### config.mk
export PLATFORM = sky130hd
export DESIGN_NAME = control_unit_fsm
export DESIGN_NICKNAME = d
export VERILOG_FILES = /design/src/rtl/control_unit_fsm.sv
export SDC_FILE = /design/constraint.sdc
export NUM_CORES = 1
export LEC_CHECK = 0
export CELL_PAD_IN_SITES_DETAIL_PLACEMENT = 2
export CELL_PAD_IN_SITES_GLOBAL_PLACEMENT = 2
export CORE_ASPECT_RATIO = 1.75
export CORE_MARGIN = 2
export CORE_UTILIZATION = 25
export DETAILED_ROUTE_END_ITERATION = 10
export GPL_ROUTABILITY_DRIVEN = 0
export GPL_TIMING_DRIVEN = 0
export PLACE_DENSITY_LB_ADDON = 0.1
export SYNTH_ARGS = -nofsm -noshare
export SYNTH_HDL_FRONTEND = slang
export SYNTH_SLANG_ARGS = --single-unit
### constraint.sdc
create_clock -name clk -period 5.6 [get_ports clk]
set_input_delay 1.4 -clock clk [delete_from_list [all_inputs] [get_ports clk]]
set_output_delay 1.4 -clock clk [all_outputs]
set_load 0.02 [all_outputs]
### src/rtl/control_unit_fsm.sv
// Sequencing FSM for a radix-4 SRT divider: normalize, iterate 4 digits, correct, denormalize.
// All datapath controls are combinational from the current state and inputs.
module control_unit_fsm (
   input  logic        clk,
   input  logic        rst_b,
   input  logic        beginSignal,
   input  logic        b7,
   input  logic [3:0]  b,
   input  logic [5:0]  msbp,
   input  logic [1:0]  cnt1,
   input  logic        p8,
   input  logic [2:0]  cnt2,
   output logic        endSignal,
   output logic [16:0] control_signals
);

   typedef enum logic [2:0] {
      StIdle,
      StLoad,
      StNorm,
      StShift,
      StOp,
      StCorr,
      StDenorm,
      StDone
   } state_e;

   state_e state_q, state_d;

   // Compare 2p against multiples of b in 8-bit signed arithmetic: 2p spans -64..62.
   logic signed [7:0] p2, b1, b3, nb1, nb3;
   logic              sel_add, sel_sub, sel_two;

   always_comb begin
      p2  = {msbp[5], msbp, 1'b0};
      b1  = {4'b0000, b};
      b3  = b1 + b1 + b1;
      nb1 = -b1;
      nb3 = -b3;
      sel_sub = (p2 >= b1);
      sel_add = (p2 < nb1);
      sel_two = (p2 >= b3) || (p2 < nb3);
   end

   always_comb begin
      state_d         = state_q;
      control_signals = 17'h0;
      endSignal       = 1'b0;
      unique case (state_q)
         StIdle: begin
            if (beginSignal) state_d = StLoad;
         end
         StLoad: begin
            control_signals[3:0] = 4'b1111;
            state_d              = StNorm;
         end
         StNorm: begin
            if (!b7 && (cnt2 != 3'd7)) begin
               control_signals[4] = 1'b1;
               control_signals[5] = 1'b1;
               control_signals[6] = 1'b1;
            end else begin
               state_d = StShift;
            end
         end
         StShift: begin
            control_signals[7] = 1'b1;
            state_d            = StOp;
         end
         StOp: begin
            control_signals[8]  = sel_add;
            control_signals[9]  = sel_sub;
            control_signals[10] = sel_two;
            control_signals[11] = 1'b1;
            state_d             = (cnt1 == 2'd3) ? StCorr : StShift;
         end
         StCorr: begin
            control_signals[12] = p8;
            control_signals[13] = p8;
            state_d             = StDenorm;
         end
         StDenorm: begin
            if (cnt2 != 3'd0) begin
               control_signals[14] = 1'b1;
               control_signals[15] = 1'b1;
            end else begin
               state_d = StDone;
            end
         end
         StDone: begin
            control_signals[16] = 1'b1;
            endSignal           = 1'b1;
            state_d             = StIdle;
         end
         default: state_d = StIdle;
      endcase
   end

   always_ff @(posedge clk) begin
      if (!rst_b) state_q <= StIdle;
      else        state_q <= state_d;
   end

endmodule

== After elaboration in Yosys (flattened, before gate mapping) ==
Index checks and enable logic that the tools add are counted.
W data, S select, Z words.
Word-level totals
  logic and storage cells: 41
  memory bits (read-only): 0
  output and inout bits: 18
  bits of input ports: 20
  memories: 0
  flip-flop bits (word level): 3
  bits in latches: 0
  bits in writable memories: 0
Cells by class
  bitwise gates (word level): 0
  multiply operators: 0
  div/mod/pow operators: 0
  shifts and indexed selects: 0
  eq/ne operators: 12
  reduce and logical (&&, ||, !) cells: 6
  $add $sub $neg: 4
  $lt $le $gt $ge: 4
  mux-type cells: 14
Operators by type and width (number)
  $pmux W3 S8: 1
  $mux W3: 6
  $lt A7 B8 Y1: 2
  $eq A3 B3 Y1 const B: 4
  $mux W4: 2
  $neg A4 Y8: 1
  $neg A6 Y8: 1
  $ge A7 B5 Y1: 1
  $ge A7 B7 Y1: 1
  $add A5 B4 Y6: 1
  $eq A3 B2 Y1 const B: 2
  $mux W2: 3
  $ne A2 B2 Y1 const B: 3
  $add A4 B4 Y5: 1
  $eq A3 B1 Y1 const B: 1
  $logic_not A3 Y1: 1
  $ne A3 B3 Y1 const B: 1
  $reduce_and A3 Y1: 1
  $reduce_bool A3 Y1: 1
  $eq A2 B2 Y1 const B: 1
  $mux W1: 2
  $logic_and A1 B1 Y1: 1
  $logic_not A1 Y1: 1
  $logic_or A1 B1 Y1: 1

== Logic depth before layout (Yosys ltp) ==
  depth after elaboration: 6
  depth in mapped cells: 12
  gate-level depth less buffers: 12

== Least setup slack after synthesis ==
No wires, ideal clock.
  kind: input -> output
  start point: input b[0]
  end point: output control_signals[10]
  stages on the path: 12
  path slack: 0.076 ns
  buffers on the path: 0
  arrival time: 4.124 ns
  required time: 4.200 ns
  cell sequence: ha_1 inv_1 fa_1 nor3b_2 nand3_1 mux2i_1 xnor2_1 ha_1 a21o_1 a2111oi_2 o21ai_0 a31oi_1
On the way
  cells in the longest elaborated chain, start to end: 6
  elaborated cells between the ends (all ways): 7
  those cells by class: add/sub (3); order compare (2); mux (1); reduce/logical (1)
RTL lines
  start, declared: RTL line 8  | input logic [3:0] b,
  $add A4 B4 Y5: RTL line 37  | b3 = b1 + b1 + b1;
  $add A5 B4 Y6 *: RTL line 37
  $neg A6 Y8: RTL line 39  | nb3 = -b3;
  $lt A7 B8 Y1: RTL line 42  | sel_two = (p2 >= b3) || (p2 < nb3);
  $logic_or A1 B1 Y1 *: RTL line 42
  $mux W4 *: RTL line 49  | unique case (state_q)
  end, declared: RTL line 14  | output logic [16:0] control_signals
Every way passes the cells marked *; elsewhere a longest branch is shown, timed or not.

== Final worst setup path ==
  start point: input b[1]
  end point: output control_signals[10]
The elaborated chain is that of the path after synthesis.

==> flow_summary.ini <==
[worst_setup_path]
slowest_stage = fa_2
cp-start-kind = input port
end_kind = output port
path_max_fanout = 5
crit_top_cell = buf_4
crit_buf_inv = 3
required_ps = 4200
critPathKind = input port to output port
crit_chain = buf_4, inv_1, fa_2, nor3b_4, nand3_1, mux2i_1, xnor2_1, ha_1, a21o_1, a2111oi_4, o21ai_1, a31oi_1, buf_4
cp.arrival_ps = 4140
cpPeakStageDelay_ps = 610
crit_family = adder cells

[yosys]
seq_area_frac_synth = 0.05575
syn_avg_cell_area_um2 = 7.980
synth_edf_count = 0
synth-main-ff-cell = dfxtp_1
async_flop_share = 0
synth.area.top_cells = ha_1, dfxtp_1, buf_4
synth_nets = 185
yosys.area.top_type = ha_1
synth_cell_type_count = 36
mappedNetlistArea_um2 = 1077
syn_inst = 135
synth-seq-cells = 3
synth_top_area_share = 0.3368
synth_warnings = 0

[final_layout]
layout_commonest_cell = clkdlybuf4s50_1
insertedDiodeCount = 0
top_register = state_q
fillCellCount = 486
largest_reg_flops = 3
reg.largest.list = state_q x3
final_nets = 232
multi_input_comb_area_um2 = 945.9
layout-drive-gt1-share = 0.1823
final_cells = 230
final_cell_mix = clkdlybuf4s50_1, ha_1, buf_4, inv_1, nor2_1
seq_area_um2 = 60.06
syn2layout_area_growth_pct = 52.61
stdcell_area_um2 = 1644

[floorplan]
core_um2 = 4150
rows = 31
io_pins = 38
initial_core_util = 0.2596
die_x_um = 53.62
chipHeight_um = 90.84
die-area_um2 = 4871

[global_route]
grt_pass1_vias = 1300
grt_util_all_layers = 0.1599
grt_max_degree = 11
grt-ovfl-total = 0
antenna_found_initial = 0
grt_pass1_wl_um = 5899

[sta]
tightest_slew_ps = 487.9
hold_viol = 0
rsz0062_at_grt = true
max_freq_mhz = 180.5
hold_ws_ps = 625.7
final.setup_skew_ps = 2.447
fin_crit_sh = 0.9891
fin_ws_ps = 60.88
min_period_ps = 5539
setup_viol = 0
slew-limit-headroom = 0.6747
fin_tns_setup_ps = 0
slew_viol_final = 0

[route]
drt_wl_total_um = 3670
antenna_left = 0
vias = 1150
wl_per_cell_um = 15.96
drt-vias-per-instance = 5.000
dr.pass1.iters = 4
drt_iter0_markers = 8
route.detailed.drc = 0

[power_and_ir_drop]
sequentialPowerShare = 0.106
clkPwrFrac = 0.270
power_leakage_nw = 0.7733
pwr_density_cell_nw_per_um2 = 139.5
p_comb_frac = 0.624
max-vdd-ir-drop_uv = 172.0
p_int_w = 0.0001423
p_switching_w = 0.00008713
swShare = 0.3798

[job]
drv_cap = 0

[place]
hpwl_um = 3066
port_buffers = 37
dp_cells = 221
placed_cell_area_um2 = 1509
pre_cts_ws_ps = -1373

[clocking]
clk_latency_ps = 210
cts_made_buffers = 3
clk_path_buf_depth = 2
tritoncts = built
clk_pin_slew_ps = 30
clock-sinks = 3
cts_root_buf = clkbuf_8
htreeDepth = 1

[worst_hold_path]
min_path_type = flip-flop to flip-flop

[run_status]
outcome = finished, final reports clean
==> kinds of logic after synthesis <==
family / after synthesis / synth area share
AOI/OAI and AO/OA: 28 / 0.1789
DFF: 3 / 0.05575
buffers and inverters: 24 / 0.1138
muxes: 1 / 0.009292
xor gates and xnor gates: 7 / 0.06388
and+or+nand+nor: 42 / 0.2230
adders and majority gates: 30 / 0.3554
==> power by group through the flow <==
| stage | logic (W) | registers [W] | clock network [W] |
|---|---|---|---|
| global placement | 0.000124 | 0.0000246 | 0 |
| finish | 0.000143 | 0.0000243 | 0.0000619 |
| global route | 0.000161 | 0.0000246 | 0.0000664 |
| CTS | 0.000141 | 0.0000244 | 0.0000637 |
| floorplan | 0.0000796 | 0.0000243 | 0 |
| detailed placement | 0.000131 | 0.0000247 | 0 |
==> cell type report <==
cell class | count | share of cell area
timing repair buffer | 42 | 0.2489
sequential | 3 | 0.03653
clock buffer | 4 | 0.02740
multi-input combinational | 108 | 0.5753
inverter | 13 | 0.02968
tap | 49 | 0.03729
buffer | 11 | 0.04490
==> worst paths after layout <==
path,from,to,slack (ps),cells past startpoint
setup / recovery,b[1],control_signals[10],60,13
hold / removal,state_q[0],state_q[0],630,2
setup reg to reg,state_q[1],state_q[0],4370,3
hold reg to reg,state_q[0],state_q[0],630,2
==> worst min-delay path, delay by kind of cell (launching register included) <==
kind	cells	cell delay, ps
AO/OA/AOI/OAI	1	80
buffers and inverters	1	190
flip-flops	1	300
==> synthesized netlist by cell type (all sizes together) (2+ instances only) <==
cell type	instances
a211oi	2
a31oi	3
o21ai	5
nand3	5
nor3b	2
dfxtp	3
nor3	6
ha	29
a41oi	2
xor2	2
nand2b	6
inv	13
a21o	5
nor2b	2
and2	2
buf	10
a21oi	6
nor2	7
nand4	2
nand2	5
xnor2	5
a2111oi	3
==> metrics by stage <==
step	total power, W	util
finish	0.0002294	0.3961
global route	0.0002523	0.3961
CTS	0.0002290	0.3877
detailed placement	0.0001561	0.3636
global placement	0.0001483	0.3636
floorplan	0.0001039	-
==> timing repair <==
item | in CTS | in global routing
pin swaps | 7 | 6
gates resized for setup | 37 | 1
buffers inserted | 2 | 3
hold buffers | 0 | 0
setup endpoints to repair | 2 | 1
==> metal layers <==
| metal | vias to the layer above | global-route usage | routed length (µm) |
|---|---|---|---|
| met1 | 548 | 0.1373 | 1156 |
| li1 | 569 | - | - |
| met3 | 2 | 0.02649 | 142 |
| met4 | 0 | 0.006410 | 17 |
| met2 | 31 | 0.3529 | 2354 |
| met5 | - | 0 | 0 |
Power figures use the tool's default switching activity.
